===== src/rtl/rm_list_sequencer_if.sv =====
// Handshake bundle between the microcoded control FSM (master) and the
// LDM/STM register-list sequencer (slave).
interface rm_list_sequencer_if #(parameter int AW = 32);
    logic          start;
    logic [15:0]   reg_list;
    logic [AW-1:0] base_addr;
    logic          u_bit;
    logic          p_bit;
    logic          step;
    logic          mem_ready;
    logic          abort;
    logic          busy;
    logic          done;
    logic [3:0]    reg_idx;
    logic [AW-1:0] xfer_addr;
    logic [AW-1:0] wb_addr;
    logic [4:0]    count;

    modport master (
        output start, reg_list, base_addr, u_bit, p_bit, step, mem_ready, abort,
        input  busy, done, reg_idx, xfer_addr, wb_addr, count
    );

    modport slave (
        input  start, reg_list, base_addr, u_bit, p_bit, step, mem_ready, abort,
        output busy, done, reg_idx, xfer_addr, wb_addr, count
    );
endinterface


===== src/rtl/rm_list_sequencer.sv =====
// Register-list sequencer for LDM/STM: walks the list lowest register first,
// emitting register index and ascending word address per beat plus base write-back.
module rm_list_sequencer #(
    parameter int AW = 32
) (
    input  logic                 clk,
    input  logic                 rst,
    rm_list_sequencer_if.slave   bus
);

    typedef enum logic [1:0] {
        IDLE = 2'd0,
        RUN  = 2'd1,
        DONE = 2'd2
    } state_t;

    state_t        state;
    logic [15:0]   pending;
    logic          busy_q;
    logic          done_q;
    logic [3:0]    reg_idx_q;
    logic [AW-1:0] xfer_addr_q;
    logic [AW-1:0] wb_addr_q;
    logic [4:0]    count_q;

    logic [4:0]    list_n;
    logic [AW-1:0] four_n;
    logic [AW-1:0] first_addr;
    logic [AW-1:0] wb_calc;
    logic [15:0]   pending_next;
    logic          accept;

    // Lowest set bit wins, so the scan runs downward and keeps overwriting.
    function automatic logic [3:0] lowest_set(input logic [15:0] v);
        logic [3:0] idx;
        idx = 4'd0;
        for (int i = 15; i >= 0; i--) begin
            if (v[i]) idx = 4'(i);
        end
        return idx;
    endfunction

    function automatic logic [4:0] popcount16(input logic [15:0] v);
        logic [4:0] c;
        c = 5'd0;
        for (int i = 0; i < 16; i++) begin
            c = c + 5'(v[i]);
        end
        return c;
    endfunction

    // The block always ascends from the lowest address; only the start point
    // and the write-back value depend on the addressing mode.
    always_comb begin
        list_n = popcount16(bus.reg_list);
        four_n = AW'(list_n) << 2;
        unique case ({bus.u_bit, bus.p_bit})
            2'b10:   begin first_addr = bus.base_addr;                  wb_calc = bus.base_addr + four_n; end
            2'b11:   begin first_addr = bus.base_addr + AW'(4);         wb_calc = bus.base_addr + four_n; end
            2'b00:   begin first_addr = bus.base_addr - four_n + AW'(4); wb_calc = bus.base_addr - four_n; end
            default: begin first_addr = bus.base_addr - four_n;         wb_calc = bus.base_addr - four_n; end
        endcase
        accept       = (state == RUN) && bus.step && bus.mem_ready;
        pending_next = pending & ~(16'd1 << reg_idx_q);
    end

    always_ff @(posedge clk or posedge rst) begin
        if (rst) begin
            state       <= IDLE;
            pending     <= '0;
            busy_q      <= 1'b0;
            done_q      <= 1'b0;
            reg_idx_q   <= '0;
            xfer_addr_q <= '0;
            wb_addr_q   <= '0;
            count_q     <= '0;
        end else if (bus.abort) begin
            state   <= IDLE;
            pending <= '0;
            busy_q  <= 1'b0;
            done_q  <= 1'b0;
        end else begin
            unique case (state)
                IDLE: begin
                    if (bus.start) begin
                        pending     <= bus.reg_list;
                        count_q     <= list_n;
                        wb_addr_q   <= wb_calc;
                        xfer_addr_q <= {first_addr[AW-1:2], 2'b00};
                        reg_idx_q   <= lowest_set(bus.reg_list);
                        busy_q      <= 1'b1;
                        if (bus.reg_list != 16'd0) begin
                            state <= RUN;
                        end else begin
                            state  <= DONE;
                            done_q <= 1'b1;
                        end
                    end
                end
                RUN: begin
                    // The final beat leaves index and address on the last register.
                    if (accept) begin
                        pending <= pending_next;
                        if (pending_next == 16'd0) begin
                            state  <= DONE;
                            done_q <= 1'b1;
                        end else begin
                            reg_idx_q   <= lowest_set(pending_next);
                            xfer_addr_q <= xfer_addr_q + AW'(4);
                        end
                    end
                end
                DONE: begin
                    state  <= IDLE;
                    busy_q <= 1'b0;
                    done_q <= 1'b0;
                end
                default: begin
                    state  <= IDLE;
                    busy_q <= 1'b0;
                    done_q <= 1'b0;
                end
            endcase
        end
    end

    assign bus.busy      = busy_q;
    assign bus.done      = done_q;
    assign bus.reg_idx   = reg_idx_q;
    assign bus.xfer_addr = xfer_addr_q;
    assign bus.wb_addr   = wb_addr_q;
    assign bus.count     = count_q;

endmodule

===== src/flat_wrapper.sv =====
// flat-port wrapper written by rule: the top's interface ports become plain ports
module rm_list_sequencer_flat 
#(
    parameter int AW = 32
)
  (clk, rst, bus_start, bus_reg_list, bus_base_addr, bus_u_bit, bus_p_bit, bus_step, bus_mem_ready, bus_abort, bus_busy, bus_done, bus_reg_idx, bus_xfer_addr, bus_wb_addr, bus_count);
  rm_list_sequencer_if #(.AW(AW)) bus_i ();
  input  logic clk;
  input  logic rst;
  input wire logic [$bits(bus_i.start)-1:0] bus_start;
  input wire logic [$bits(bus_i.reg_list)-1:0] bus_reg_list;
  input wire logic [$bits(bus_i.base_addr)-1:0] bus_base_addr;
  input wire logic [$bits(bus_i.u_bit)-1:0] bus_u_bit;
  input wire logic [$bits(bus_i.p_bit)-1:0] bus_p_bit;
  input wire logic [$bits(bus_i.step)-1:0] bus_step;
  input wire logic [$bits(bus_i.mem_ready)-1:0] bus_mem_ready;
  input wire logic [$bits(bus_i.abort)-1:0] bus_abort;
  output wire logic [$bits(bus_i.busy)-1:0] bus_busy;
  output wire logic [$bits(bus_i.done)-1:0] bus_done;
  output wire logic [$bits(bus_i.reg_idx)-1:0] bus_reg_idx;
  output wire logic [$bits(bus_i.xfer_addr)-1:0] bus_xfer_addr;
  output wire logic [$bits(bus_i.wb_addr)-1:0] bus_wb_addr;
  output wire logic [$bits(bus_i.count)-1:0] bus_count;
  assign bus_i.start = bus_start;
  assign bus_i.reg_list = bus_reg_list;
  assign bus_i.base_addr = bus_base_addr;
  assign bus_i.u_bit = bus_u_bit;
  assign bus_i.p_bit = bus_p_bit;
  assign bus_i.step = bus_step;
  assign bus_i.mem_ready = bus_mem_ready;
  assign bus_i.abort = bus_abort;
  assign bus_busy = bus_i.busy;
  assign bus_done = bus_i.done;
  assign bus_reg_idx = bus_i.reg_idx;
  assign bus_xfer_addr = bus_i.xfer_addr;
  assign bus_wb_addr = bus_i.wb_addr;
  assign bus_count = bus_i.count;
  rm_list_sequencer #(.AW(AW)) u_core (.clk(clk), .rst(rst), .bus(bus_i));
endmodule

===== config.mk =====
export PLATFORM = sky130hd
export DESIGN_NAME = rm_list_sequencer_flat
export DESIGN_NICKNAME = d
export VERILOG_FILES = /design/src/rtl/rm_list_sequencer_if.sv /design/src/rtl/rm_list_sequencer.sv /design/src/flat_wrapper.sv
export SDC_FILE = /design/constraint.sdc
export NUM_CORES = 1
export LEC_CHECK = 0
export CAP_MARGIN = 40
export CELL_PAD_IN_SITES_DETAIL_PLACEMENT = 1
export CELL_PAD_IN_SITES_GLOBAL_PLACEMENT = 1
export CORE_MARGIN = 2
export CORE_UTILIZATION = 35
export CTS_BUF_LIST = sky130_fd_sc_hd__clkbuf_16
export DETAILED_ROUTE_END_ITERATION = 10
export GPL_ROUTABILITY_DRIVEN = 1
export PLACE_DENSITY = 0.69
export SYNTH_ARGS = -nofsm -noshare
export SYNTH_HDL_FRONTEND = slang
export SYNTH_SLANG_ARGS = --single-unit

===== constraint.sdc =====
create_clock -name clk -period 7.1 [get_ports clk]
set_input_delay 1.065 -clock clk [delete_from_list [all_inputs] [get_ports clk]]
set_output_delay 1.065 -clock clk [all_outputs]
set_load 0.05 [all_outputs]

# Yosys cells after proc, flatten, opt, wreduce, memory -nomap -nowiden
# Index checks and enable logic that the tools add are counted.
# Widths: inputs -> output; s select.
dict set report word_totals {
  reg_bits 93
  inputBits 56
  output_inout_bits 75
  wordCells 119
}
dict set report classes {
  add_sub_neg 20
  eq_ne 11
  shift 1
  n_mux 61
  bitwise_logic 3
  n_reduce_logical 15
}
# op n
set ops {}
lappend ops {{$mux 4} 35}
lappend ops {{$mux 32} 4}
lappend ops {{$add 32x3->32 const B} 3}
lappend ops {{$pmux 32 s3} 1}
lappend ops {{$add 5x1->5} 14}
lappend ops {{$pmux 32 s2} 1}
lappend ops {{$mux 16} 3}
lappend ops {{$add 32x7->32} 1}
lappend ops {{$pmux 16 s2} 1}
lappend ops {{$sub 32x7->32} 1}
lappend ops {{$and 16x16->16} 1}
lappend ops {{$logic_not 16->1} 1}
lappend ops {{$not 16->16} 1}
lappend ops {{$reduce_bool 16->1} 1}
lappend ops {{$shl 1x4->16 const A} 1}
lappend ops {{$mux 2} 5}
lappend ops {{$ne 3x3->1 const B} 3}
lappend ops {{$reduce_and 3->1} 3}
lappend ops {{$pmux 4 s2} 1}
lappend ops {{$mux 1} 7}
lappend ops {{$ne 2x2->1 const B} 3}
lappend ops {{$reduce_and 5->1} 1}
lappend ops {{$eq 2x2->1 const B} 2}
lappend ops {{$logic_not 2->1} 2}
lappend ops {{13 further kinds} 15}

# Logic depth before layout (Yosys ltp)
# Gate-level depths: netlist (run 1).
dict set report logic_depth {
  depth_word 22
  mapped_depth 28
  depth_no_buf 26
}

# Worst setup path after synthesis (run 1)
# Ideal clock, no wire load.
dict set report synth_path {
  path_type {input to register}
  startpoint {input bus_reg_list[0]}
  endpoint {register u_core.xfer_addr_q[29], in the netlist u_core.bus.xfer_addr[29]}
  setup_time_ps 134
  arrival_ps 7520
  required_time_ps 6966
  setup_slack_ps -555
  stages 26
  n_path_buf 2
  cell_sequence {inv_1 > ha_1 > inv_1 > fa_1 > inv_1 > fa_1 > fa_1 > inv_1 > fa_1 > fa_1 > fa_1 > xor2_1 > inv_1 > ha_1 > nor2b_2 > a2111oi_4 > buf_4 > o21ai_1 > a222oi_1 > nand3_1 > nor2_1 > and4_1 > buf_2 > mux2_1 > a21oi_1 > o211ai_1}
}
dict set report synth_via {
  elab_chain_cells 20
}
# element line_no
set synth_lines {}
lappend synth_lines {{start: declaration} flat_wrapper.sv:11} ;# input wire logic [$bits(bus_i.reg_list)-1:0] bus_reg_list;
lappend synth_lines {{$add 1x1->2 *} rm_list_sequencer.sv:47} ;# c = c + 5'(v[i]);
lappend synth_lines {{$add 5x1->5 * (14 in series)} rm_list_sequencer.sv:47}
lappend synth_lines {{via u_core.list_n[2]} rm_list_sequencer.sv:26} ;# logic [4:0] list_n;
lappend synth_lines {{$sub 32x7->32 *} {rm_list_sequencer.sv:60, rm_list_sequencer.sv:61}}
lappend synth_lines {{$add 32x3->32} rm_list_sequencer.sv:60} ;# 2'b00: begin first_addr = bus.base_addr - four_n + AW'(4); wb_calc = bus.base_addr - four_n; end
lappend synth_lines {{$pmux 32 s3 *} rm_list_sequencer.sv:57} ;# unique case ({bus.u_bit, bus.p_bit})
lappend synth_lines {{$mux 32 *} rm_list_sequencer.sv:85} ;# if (bus.start) begin
lappend synth_lines {{$pmux 32 s2 *} rm_list_sequencer.sv:83} ;# unique case (state)
lappend synth_lines {{end signal: assignment} rm_list_sequencer.sv:89} ;# xfer_addr_q <= {first_addr[AW-1:2], 2'b00};
lappend synth_lines {{end signal: assignment} rm_list_sequencer.sv:109} ;# xfer_addr_q <= xfer_addr_q + AW'(4);
lappend synth_lines {{end: declaration} rm_list_sequencer.sv:22} ;# logic [AW-1:0] xfer_addr_q;
# The timed path passes the listed nets; every way through them passes the cells marked *. The select of a mux whose other input is x is not followed.
# A chain may end at the register's enable or synchronous reset.

# Worst setup path after layout (run 1)
dict set report layout_path {
  startpoint {input bus_reg_list[0]}
  endpoint {register u_core.xfer_addr_q[31], in the netlist u_core.bus.xfer_addr[31]}
}
# The elaborated chain is that of the path after synthesis.

==> insert_results.sql, run 1 <==
INSERT INTO impl_metrics (metric_group, metric, value, unit) VALUES
('outcome', 'run_status', 'finished with violations', ''),
('outcome', 'failing_checks', 'negative setup slack', ''),
('power_and_ir_drop', 'p_per_area', '385', 'nW/um2'),
('layout', 'final_cells', '1823', ''),
('grt', 'total_global_routing_track_utilization', '27.8', '%'),
('sta', 'timing.final.ws_setup', '-45.7', 'ps'),
('synth', 'avgSynthCellArea', '7.40', 'um2'),
('route', 'vias_per_cell', '5.78', ''),
('clock_network', 'clk_pin_slew_worst_paths', '80', 'ps'),
('power_and_ir_drop', 'power.share.clock', '10.5', '%'),
('sta', 'timing_max_transition_violations_final', '0', ''),
('layout', 'antenna-diode-count', '0', ''),
('critical_path', 'cpPeakStageDelay', '580', 'ps'),
('place', 'numPlacedInstances', '1798', ''),
('sta', 'fin_worst_skew', '19.7', 'ps'),
('power_and_ir_drop', 'internal-power', '2380', 'uW'),
('power_and_ir_drop', 'power.share.combinational', '70.2', '%'),
('power_and_ir_drop', 'swShare', '51.7', '%'),
('sta', 'final_hold_violation_count', '0', ''),
('grt', 'grt_max_degree', '84', ''),
('sta', 'worst_slew_margin_rel', '29.0', '%'),
('place', 'placed_area', '12000', 'um2'),
('power_and_ir_drop', 'power.switching', '2550', 'uW'),
('critical_path', 'worst-endpoint-required', '7350', 'ps'),
('power_and_ir_drop', 'peakVddDrop', '0.263', 'mV'),
('power_and_ir_drop', 'cell_leakage_power', '0.00503', 'uW'),
('critical_path', 'timing.critical_path.slowest_stage_cell', 'sky130_fd_sc_hd__fa_2', ''),
('floorplan', 'placement_rows', '59', ''),
('floorplan', 'initial_core_util', '35.4', '%'),
('critical_path', 'cp-end-kind', 'flip-flop', ''),
('clock_network', 'ctsHtreeMaxLevel', '3', ''),
('clock_network', 'tritoncts_clock_tree', 'built', ''),
('hold_path', 'timing.hold.worst.class', 'reg -> reg', ''),
('synth', 'warnings_synthesis', '0', ''),
('route', 'routed_length_on_met3', '1.20', 'mm'),
('floorplan', 'num_io_pins', '131', ''),
('critical_path', 'timing.critical_path.fanout_max', '4', ''),
('critical_path', 'worstSetupPathType', 'in -> reg', ''),
('synth', 'synthCells', '1235', ''),
('synth', 'synth.cell_area', '9140', 'um2'),
('synth', 'yosysSeqAreaShare', '24.9', '%'),
('route', 'totalWireLength', '39.1', 'mm'),
('floorplan', 'fp.dieArea', '27400', 'um2'),
('layout', 'areaGrowthSynthToFinish', '40.1', '%'),
('route', 'detailed_route_via_count', '10500', ''),
('floorplan', 'floorplan.core_area', '25800', 'um2'),
('synth', 'synth_seq_cells', '91', ''),
('sta', 'rsz_0062_raised_after_global_routing', 'yes', ''),
('layout', 'final_layout_size_suffix_gt1_share', '22.8', '%'),
('grt', 'initial_antenna_violation_count', '0', ''),
('grt', 'grt_pass1_vias', '10900', ''),
('route', 'route.detailed.wl_per_inst', '21.5', 'um'),
('sta', 'worst_slew_pin_slew', '1060', 'ps'),
('clock_network', 'cts_hold_buffers', '0', ''),
('grt', 'globalRoute.totalOverflow', '0', ''),
('route', 'met2RoutedLength', '19.9', 'mm'),
('clock_network', 'clk_latency', '370', 'ps'),
('clock_network', 'cts-root-buf', 'sky130_fd_sc_hd__clkbuf_16', ''),
('power_and_ir_drop', 'fraction_of_power_consumed_by_sequential_logic', '19.3', '%'),
('grt', 'grt_first_pass_wirelength', '61.4', 'mm'),
('sta', 'post-route-min-period', '7150', 'ps'),
('route', 'drt_iter0_drc', '656', ''),
('sta', 'number_of_setup_violations_in_the_final_report', '4', ''),
('route', 'antenna_violating_nets_post_route', '0', ''),
('layout', 'finalInstanceArea', '12800', 'um2'),
('place', 'rd_place_congestion', '1.00', ''),
('clock_network', 'cts_inserted_buffers', '9', ''),
('route', 'drcViolationCount', '0', ''),
('sta', 'final.hold.worst_slack', '473', 'ps'),
('synth', 'synth_ff_type', 'sky130_fd_sc_hd__dfrtp_1', ''),
('floorplan', 'die_width', '166', 'um');
[per-layer routing]
| metal | vias up | global-route usage, % |
|---|---|---|
| met3 | 56 | 2.72 |
| met4 | 0 | 8.92 |
| met5 | - | 0 |
| met2 | 242 | 49.1 |
| met1 | 5281 | 35.7 |
| li1 | 4960 | - |
[registers in the layout, indices dropped and copies added (netlist names)]
signal,cells
u_core.bus.wb_addr,32
u_core.bus.xfer_addr,30
u_core.pending,16
u_core.bus.count,5
u_core.bus.reg_idx,4
u_core.state,2
u_core.bus.busy,1
u_core.bus.done,1
[cells in the mapped netlist, drive strengths merged, types with 25 or more instances]
cell type / n / share of area (%)
clkbuf: 64 / 2.9
xor2: 34 / 3.3
o21ai: 130 / 7.2
nand2: 139 / 5.7
dfrtp: 91 / 25
nor4: 27 / 1.8
buf: 25 / 2.3
nor2: 110 / 4.5
nor3: 51 / 3.0
xnor2: 45 / 4.3
inv: 52 / 2.1
a21oi: 96 / 5.3
a31oi: 30 / 2.1
nand3: 45 / 2.5
[cell usage in the layout (no fill, tap or decap), types with 29 or more instances in the layout]
master / n
sky130_fd_sc_hd__clkdlybuf4s50_1: 121
sky130_fd_sc_hd__a21oi_1: 89
sky130_fd_sc_hd__nand2_1: 137
sky130_fd_sc_hd__dfrtp_1: 91
sky130_fd_sc_hd__xnor2_1: 42
sky130_fd_sc_hd__nor2_1: 102
sky130_fd_sc_hd__a31oi_1: 29
sky130_fd_sc_hd__buf_4: 183
sky130_fd_sc_hd__nor3_1: 43
sky130_fd_sc_hd__nand3_1: 38
sky130_fd_sc_hd__o21ai_0: 120
sky130_fd_sc_hd__inv_1: 42
sky130_fd_sc_hd__xor2_1: 33
[repair_timing]
item	CTS	global route
endpoints found under the hold margin	0	0
pin swaps	18	34
buffers inserted	5	7
resized for setup	51	64
endpoints found under the setup margin	48	22
gates cloned	0	0
[final timing paths]
path	to	from	slack [ps]	depth (start not counted)
worst max register to register	u_core.bus.xfer_addr[30]	u_core.bus.reg_idx[0]	3050	10
worst min-delay path	u_core.bus.wb_addr[0]	u_core.bus.wb_addr[0]	470	2
min in group asynchronous	u_core.bus.wb_addr[5]	rst	1050	2
worst max-delay path	u_core.bus.xfer_addr[31]	bus_reg_list[0]	-50	30
worst min register to register	u_core.bus.wb_addr[0]	u_core.bus.wb_addr[0]	470	2
max in group asynchronous	u_core.bus.xfer_addr[11]	rst	5230	4
[kinds of logic (layout without fill, tap and decap cells)]
kind of cell             count (synthesis)  after routing  share of synthesized area [%]
adder cells (fa/ha/maj)                 36             36                           5.91
buffers and inverters                  142            394                           7.46
AND/OR/NAND/NOR                        499            499                           27.4
AO/OA/AOI/OAI                          376            376                           25.4
XOR/XNOR                                79             79                           7.57
multiplexers                            11             11                           1.27
flip-flops                              91             91                           24.9
other                                    1              2                         0.0410
[worst max-delay path: cells and delay by family]
| kind | cells | cell delay, ps |
|---|---|---|
| adder cells (fa/ha/maj) | 8 | 3320 |
| buffers and inverters | 12 | 1120 |
| AND/OR/NAND/NOR | 6 | 990 |
| AO/OA/AOI/OAI | 4 | 920 |
[per-stage QoR]
stage                     util [%]  setup TNS (ps)  power [uW]  setup WS [ps]
after floorplan                  -           -2590        2880           -409
after global placement        46.1          -38630        4170          -1370
after detailed placement      46.3          -42290        4240          -1390
after CTS                     48.3           -50.0        4850          -50.0
after global routing          49.6           -2520        5240           -241
final                         49.6           -81.9        4930          -45.7
[power groups by stage]
stage / registers, uW / clock network (uW) / logic (uW)
floorplan: 1550 / 0 / 1330
global placement: 952 / 0 / 3210
detailed placement: 959 / 0 / 3280
CTS: 950 / 530 / 3370
global route: 987 / 548 / 3710
finish: 950 / 518 / 3460
[cell type report]
type	count	area, um2
Multi-Input combinational cell	1003	6740
Tap cell	335	419
Timing Repair Buffer	326	2850
Clock buffer	9	225
Fill cell	3168	13000
Inverter	52	218
Sequential cell	91	2280
Clock inverter	7	81.3
No activity file was read; power rests on OpenSTA's default activity.
==> run 2, diff against run 1 <==
CELL_PAD_IN_SITES_DETAIL_PLACEMENT = default   (was 1)
CELL_PAD_IN_SITES_GLOBAL_PLACEMENT = default   (was 1)
PLACE_DENSITY = 0.52   (was 0.69)
==> run 2 against run 1 <==
The run now ends clean; first-iteration DRC count increased by 29%; critical path depth is 5 lower; sequential cell count stayed put; clock power shrank 3%; non-clock buffer count down 10; largest cell class unchanged.
==> insert_results.sql, run 2 (synthesis gave the netlist of run 1 again) <==
INSERT INTO impl_metrics (metric_group, metric, value, unit) VALUES
('clock_network', 'tritoncts_num_sinks', '91', ''),
('clock_network', 'tritoncts_clock_tree', 'built', ''),
('layout', 'final_layout_size_suffix_gt1_share', '21.7', '%'),
('critical_path', 'worstSetupPathType', 'in -> reg', ''),
('layout', 'layout.cells.most_common_list', 'sky130_fd_sc_hd__buf_4 (183), sky130_fd_sc_hd__nand2_1 (136), sky130_fd_sc_hd__o21ai_0 (122)', ''),
('floorplan', 'fp.dieArea', '27400', 'um2'),
('grt', 'globalRoute.totalOverflow', '0', ''),
('layout', 'finalInstanceArea', '12600', 'um2'),
('layout', 'areaGrowthSynthToFinish', '37.9', '%'),
('power_and_ir_drop', 'p_per_area', '378', 'nW/um2'),
('route', 'totalWireLength', '35.6', 'mm'),
('critical_path', 'regToRegEndpoint', 'u_core.bus.xfer_addr[30]', ''),
('clock_network', 'cts-root-buf', 'sky130_fd_sc_hd__clkbuf_16', ''),
('route', 'vias_per_cell', '5.65', ''),
('sta', 'worst_slew_margin_rel', '35.9', '%'),
('grt', 'grt_first_pass_wirelength', '56.2', 'mm'),
('sta', 'rsz_0062_raised_after_global_routing', 'yes', ''),
('clock_network', 'clk_latency', '370', 'ps'),
('sta', 'maxClockFrequency', '142', 'MHz'),
('clock_network', 'cts_inserted_buffers', '9', ''),
('place', 'rd_place_congestion', '0.932', ''),
('place', 'numPlacedInstances', '1792', ''),
('route', 'routed_length_on_met3', '1.56', 'mm'),
('layout', 'mostFrequentLayoutCell', 'sky130_fd_sc_hd__buf_4', ''),
('power_and_ir_drop', 'peakVddDrop', '0.235', 'mV'),
('route', 'antenna_violating_nets_post_route', '0', ''),
('sta', 'fin_worst_skew', '13.6', 'ps'),
('floorplan', 'floorplan.core_area', '25800', 'um2'),
('sta', 'post-route-min-period', '7050', 'ps'),
('outcome', 'run_status', 'finished clean', ''),
('critical_path', 'timing.critical_path.from_type', 'input port', ''),
('sta', 'timing_max_transition_violations_final', '0', ''),
('critical_path', 'timing.critical_path.slowest_stage_cell', 'sky130_fd_sc_hd__fa_2', ''),
('critical_path', 'cpPeakStageDelay', '580', 'ps'),
('route', 'met2RoutedLength', '17.7', 'mm'),
('critical_path', 'path_delay_family', 'adder cells', ''),
('floorplan', 'num_io_pins', '131', ''),
('critical_path', 'critPathLaunch', 'bus_reg_list[0]', ''),
('critical_path', 'timing.critical_path.fanout_max', '5', ''),
('flow_run', 'max-cap-violations', '0', ''),
('critical_path', 'critical_path_arrival', '7340', 'ps'),
('sta', 'finalSetupTns', '0', 'ps'),
('floorplan', 'die_y', '166', 'um'),
('critical_path', 'worst-endpoint-required', '7390', 'ps'),
('route', 'top_signal_layer_used', 'met4', ''),
('hold_path', 'holdPathEnd', 'u_core.bus.wb_addr[1]', ''),
('critical_path', 'r2r_cells', '10', ''),
('sta', 'final_hold_violation_count', '0', ''),
('layout', 'number_of_flip_flops_in_the_largest_register', '32', ''),
('route', 'drcViolationCount', '0', ''),
('clock_network', 'ctsHtreeMaxLevel', '3', ''),
('sta', 'worst_slew_pin_slew', '958', 'ps'),
('place', 'dp_hpwl', '27.1', 'mm'),
('sta', 'number_of_setup_violations_in_the_final_report', '0', ''),
('critical_path', 'critPathBufInv', '7', ''),
('grt', 'grt_max_degree', '85', ''),
('critical_path', 'ff2ff_setup_slack', '3170', 'ps'),
('layout', 'antenna-diode-count', '0', ''),
('grt', 'grt_pass1_vias', '9968', ''),
('clock_network', 'clk_path_buf_depth', '2', ''),
('sta', 'layout_worst_path_cycle_share', '99.3', '%'),
('layout', 'final_cells', '1813', ''),
('hold_path', 'min_delay_path_depth', '2', ''),
('clock_network', 'clk_pin_slew_worst_paths', '80', 'ps'),
('route', 'drt_iter0_drc', '843', ''),
('critical_path', 'critical-path-top-cell-by-count', 'sky130_fd_sc_hd__fa_1', ''),
('place', 'port_buf_inserts', '128', ''),
('grt', 'total_global_routing_track_utilization', '25.5', '%'),
('clock_network', 'cts_hold_buffers', '0', ''),
('route', 'wirelength_met1', '15.4', 'mm'),
('critical_path', 'regToRegStartpoint', 'u_core.bus.reg_idx[0]', ''),
('critical_path', 'cp-end-kind', 'flip-flop', ''),
('route', 'drt_first_pass_iters', '7', ''),
('floorplan', 'placement_rows', '59', ''),
('route', 'detailed_route_via_count', '10300', ''),
('layout', 'fin_nets', '1565', ''),
('hold_path', 'timing.hold.worst.class', 'reg -> reg', ''),
('floorplan', 'die_width', '166', 'um'),
('power_and_ir_drop', 'cell_leakage_power', '0.00493', 'uW'),
('floorplan', 'initial_core_util', '35.4', '%'),
('grt', 'initial_antenna_violation_count', '0', ''),
('route', 'route.detailed.wl_per_inst', '19.6', 'um'),
('place', 'placed_area', '11900', 'um2'),
('hold_path', 'min-delay-start', 'u_core.bus.wb_addr[1]', '');
==> run 2: cell type report <==
cell class              count  area, um2
repair buffers            316       2740
inverters                  52        218
multi-input cells        1003       6670
clock buffers               9        225
clock inverters             7       63.8
flip-flops and latches     91       2280
well taps                 335        419
fillers                  2629      13200
==> run 2: worst max path at each step <==
stage,cells past startpoint,to,slack [ps]
4_1_cts,25,u_core.bus.xfer_addr[16],5
6_report,25,u_core.bus.xfer_addr[16],50
5_1_grt,25,u_core.bus.xfer_addr[16],-120
3_3_place_gp,29,u_core.bus.xfer_addr[31],-1150
2_1_floorplan,26,u_core.bus.xfer_addr[29],-410
3_5_place_dp,27,u_core.bus.xfer_addr[12],-1190
==> run 2: metrics by stage <==
stage                     worst slack (ps)  hold slack [ps]  total power [uW]  util (%)
final                                 48.1              481              4770      48.8
after global routing                  -123              517              5100      48.8
after CTS                             5.31              488              4700      47.6
after detailed placement             -1190              470              4150      46.1
after global placement               -1150              460              4120      45.9
after floorplan                       -409              458              2880         -
==> run 2: routing by layer <==
layer	up-vias	GRT usage (%)
li1	4928	-
met1	4978	33.8
met2	296	43.8
met3	48	2.22
met4	0	8.51
met5	-	0
==> run 2: timing repair <==
action,CTS,global route
resized for setup,34,55
pin swaps,15,16
setup buffers,2,5
hold endpoints to repair,0,0
endpoints found under the setup margin,45,21
==> run 2: tightest hold or removal path: stages (launching register included) <==
cell and delay, ps:
sky130_fd_sc_hd__dfrtp_1 350, sky130_fd_sc_hd__nand2_1 50, sky130_fd_sc_hd__nand2_1 60
==> run 2: where the power goes <==
part	leakage [uW]	internal (uW)	switching [uW]	total [uW]
combinational	0.00366	1350	1960	3320
clock	0.000137	247	258	505
sequential	0.00113	723	224	948
total	0.00493	2320	2450	4770
==> run 3, diff against run 2 <==
CORE_MARGIN = default   (was 2)
CORE_UTILIZATION = 60   (was 35)
PLACE_DENSITY = 0.84   (was 0.52)
REMOVE_ABC_BUFFERS = 1   (was default)
==> run 3 against run 2 <==
The flow now finishes with violations (design-rule violations, negative setup slack); core utilization increased by 36 points; maximum frequency decreased by 5.3%; die area decreased by 43%; largest power group unchanged; highest routed layer unchanged.
==> insert_results.sql, run 3 (synthesis gave the netlist of run 1 again) <==
INSERT INTO impl_metrics (metric_group, metric, value, unit) VALUES
('critical_path', 'ff2ff_setup_slack', '2880', 'ps'),
('clock_network', 'clk_pin_slew_worst_paths', '70', 'ps'),
('route', 'drcViolationCount', '7', ''),
('layout', 'number_of_flip_flops_in_the_largest_register', '32', ''),
('sta', 'worst_slew_margin_rel', '29.8', '%'),
('sta', 'worst_slew_pin_slew', '1040', 'ps'),
('power_and_ir_drop', 'p_per_area', '402', 'nW/um2'),
('clock_network', 'ctsHtreeMaxLevel', '3', ''),
('route', 'totalWireLength', '35.4', 'mm'),
('sta', 'rsz_0062_raised_after_global_routing', 'yes', ''),
('power_and_ir_drop', 'fin_total_pwr', '5000', 'uW'),
('sta', 'final_hold_violation_count', '0', ''),
('sta', 'timing_max_transition_violations_final', '0', ''),
('grt', 'grt_first_pass_wirelength', '53.6', 'mm'),
('layout', 'areaGrowthSynthToFinish', '36.1', '%'),
('sta', 'timing.final.ws_setup', '-348', 'ps'),
('place', 'rd_place_congestion', '0.990', ''),
('sta', 'post-route-min-period', '7450', 'ps'),
('critical_path', 'timing.critical_path.fanout_max', '4', ''),
('power_and_ir_drop', 'cell_leakage_power', '0.00498', 'uW'),
('critical_path', 'worst-endpoint-required', '7310', 'ps'),
('route', 'drt_iter0_drc', '1454', ''),
('route', 'met2RoutedLength', '15.9', 'mm'),
('grt', 'grt_max_degree', '63', ''),
('sta', 'maxClockFrequency', '134', 'MHz'),
('place', 'port_buf_inserts', '128', ''),
('route', 'wirelength_met1', '13.4', 'mm'),
('outcome', 'failing_checks', 'design-rule violations, negative setup slack', ''),
('route', 'vias_per_cell', '6.79', ''),
('sta', 'final.hold.worst_slack', '476', 'ps'),
('layout', 'final_layout_size_suffix_gt1_share', '21.0', '%'),
('floorplan', 'placement_rows', '44', ''),
('critical_path', 'timing.critical_path.from_type', 'input port', ''),
('critical_path', 'worstSetupPathType', 'in -> reg', ''),
('layout', 'fin_nets', '1561', ''),
('route', 'antenna_violating_nets_post_route', '0', ''),
('floorplan', 'die_y', '125', 'um'),
('grt', 'total_global_routing_track_utilization', '43.0', '%'),
('clock_network', 'cts_inserted_buffers', '9', ''),
('route', 'drt_first_pass_iters', '10', ''),
('sta', 'number_of_setup_violations_in_the_final_report', '20', ''),
('critical_path', 'cp-end-kind', 'flip-flop', ''),
('layout', 'mostFrequentLayoutCell', 'sky130_fd_sc_hd__buf_4', ''),
('layout', 'layout.cells.most_common_list', 'sky130_fd_sc_hd__buf_4 (169), sky130_fd_sc_hd__nand2_1 (137), sky130_fd_sc_hd__o21ai_0 (122)', ''),
('critical_path', 'critical_path_arrival', '7660', 'ps'),
('route', 'route.detailed.wl_per_inst', '21.3', 'um'),
('sta', 'layout_worst_path_cycle_share', '105', '%'),
('route', 'routed_length_on_met3', '3.84', 'mm'),
('hold_path', 'min_delay_path_depth', '2', ''),
('place', 'dp_hpwl', '23.8', 'mm'),
('clock_network', 'tritoncts_clock_tree', 'built', ''),
('route', 'detailed_route_via_count', '11300', ''),
('clock_network', 'cts-root-buf', 'sky130_fd_sc_hd__clkbuf_16', ''),
('grt', 'globalRoute.totalOverflow', '0', ''),
('critical_path', 'r2r_cells', '12', ''),
('layout', 'antenna-diode-count', '0', ''),
('grt', 'grt_pass1_vias', '10600', ''),
('floorplan', 'initial_core_util', '62.2', '%'),
('power_and_ir_drop', 'peakVddDrop', '0.430', 'mV'),
('outcome', 'run_status', 'finished with violations', ''),
('floorplan', 'die_width', '125', 'um'),
('clock_network', 'clk_path_buf_depth', '2', ''),
('hold_path', 'timing.hold.worst.class', 'reg -> reg', ''),
('floorplan', 'floorplan.core_area', '14700', 'um2'),
('floorplan', 'fp.dieArea', '15700', 'um2'),
('sta', 'fin_worst_skew', '12.4', 'ps'),
('grt', 'initial_antenna_violation_count', '0', ''),
('clock_network', 'clk_latency', '370', 'ps'),
('route', 'top_signal_layer_used', 'met4', ''),
('flow_run', 'max-cap-violations', '0', ''),
('clock_network', 'tritoncts_num_sinks', '91', ''),
('floorplan', 'num_io_pins', '131', '');
-- run 3: through the flow --
stage | util, % | setup WS (ps) | std cells | TNS [ps] | instance area (um2)
final | 84.7 | -348 | 1658 | -3500 | 12400
after global routing | 84.7 | -453 | 1658 | -5940 | 12400
after CTS | 83.1 | -227 | 1656 | -922 | 12200
after detailed placement | 77.5 | -1150 | 1616 | -32820 | 11400
after global placement | 77.2 | -988 | 1613 | -24900 | 11300
after floorplan | - | -630 | 1146 | -6490 | 8660
-- run 3: what timing repair did --
action	in CTS	in global routing
resized for setup	85	46
hold buffers	0	0
pin swaps	51	31
setup endpoints to repair	41	28
cloned	1	0
buffers inserted	25	4
-- run 3: area by class of cell --
type / instances / area (um2)
inverter: 52 / 205
fill: 895 / 2260
sequential: 91 / 2280
clock inverter: 7 / 121
tap: 184 / 230
clock buffer: 9 / 225
timing repair buffer: 312 / 2730
multi-input combinational: 1003 / 6650
-- run 3: path summary, 6_finish.rpt --
| check | startpoint | endpoint |
|---|---|---|
| max | bus_reg_list[1] | u_core.bus.xfer_addr[23] |
| min | u_core.bus.wb_addr[0] | u_core.bus.wb_addr[0] |
| max reg2reg | u_core.bus.reg_idx[0] | u_core.bus.xfer_addr[26] |
| min reg2reg | u_core.bus.wb_addr[0] | u_core.bus.wb_addr[0] |
| max in group asynchronous | rst | u_core.bus.xfer_addr[5] |
| min in group asynchronous | rst | u_core.bus.busy |
-- run 3: power by group --
group          total [uW]  switching [uW]  leakage (uW)  internal, uW
Sequential            961             237       0.00113           724
Combinational        3450            2080       0.00368          1370
Clock                 591             244      0.000166           347
-- run 3: critical path, stage by stage --
cell and delay [ps]:
sky130_fd_sc_hd__buf_8 80, sky130_fd_sc_hd__inv_4 30, sky130_fd_sc_hd__ha_4 250, sky130_fd_sc_hd__inv_2 30, sky130_fd_sc_hd__fa_1 530, sky130_fd_sc_hd__inv_2 50
sky130_fd_sc_hd__fa_1 450, sky130_fd_sc_hd__fa_1 490, sky130_fd_sc_hd__inv_1 50, sky130_fd_sc_hd__fa_1 460, sky130_fd_sc_hd__fa_2 380, sky130_fd_sc_hd__fa_2 380
sky130_fd_sc_hd__xor2_2 280, sky130_fd_sc_hd__inv_1 130, sky130_fd_sc_hd__ha_4 290, sky130_fd_sc_hd__nor2_1 60, sky130_fd_sc_hd__o311a_1 350, sky130_fd_sc_hd__or3_1 420
sky130_fd_sc_hd__a222oi_1 400, sky130_fd_sc_hd__buf_4 210, sky130_fd_sc_hd__buf_6 100, sky130_fd_sc_hd__buf_6 100, sky130_fd_sc_hd__nand3_4 130, sky130_fd_sc_hd__nor2_4 150
sky130_fd_sc_hd__and2_4 170, sky130_fd_sc_hd__mux2_4 290, sky130_fd_sc_hd__o211ai_1 190, sky130_fd_sc_hd__o21ai_1 150
-- run 3: metal layers --
metal  track usage (%)  vias up
li1                  -     4931
met1              53.6     5231
met2              70.0      889
met3              9.58      214
met4              22.2        0
met5                 0        -
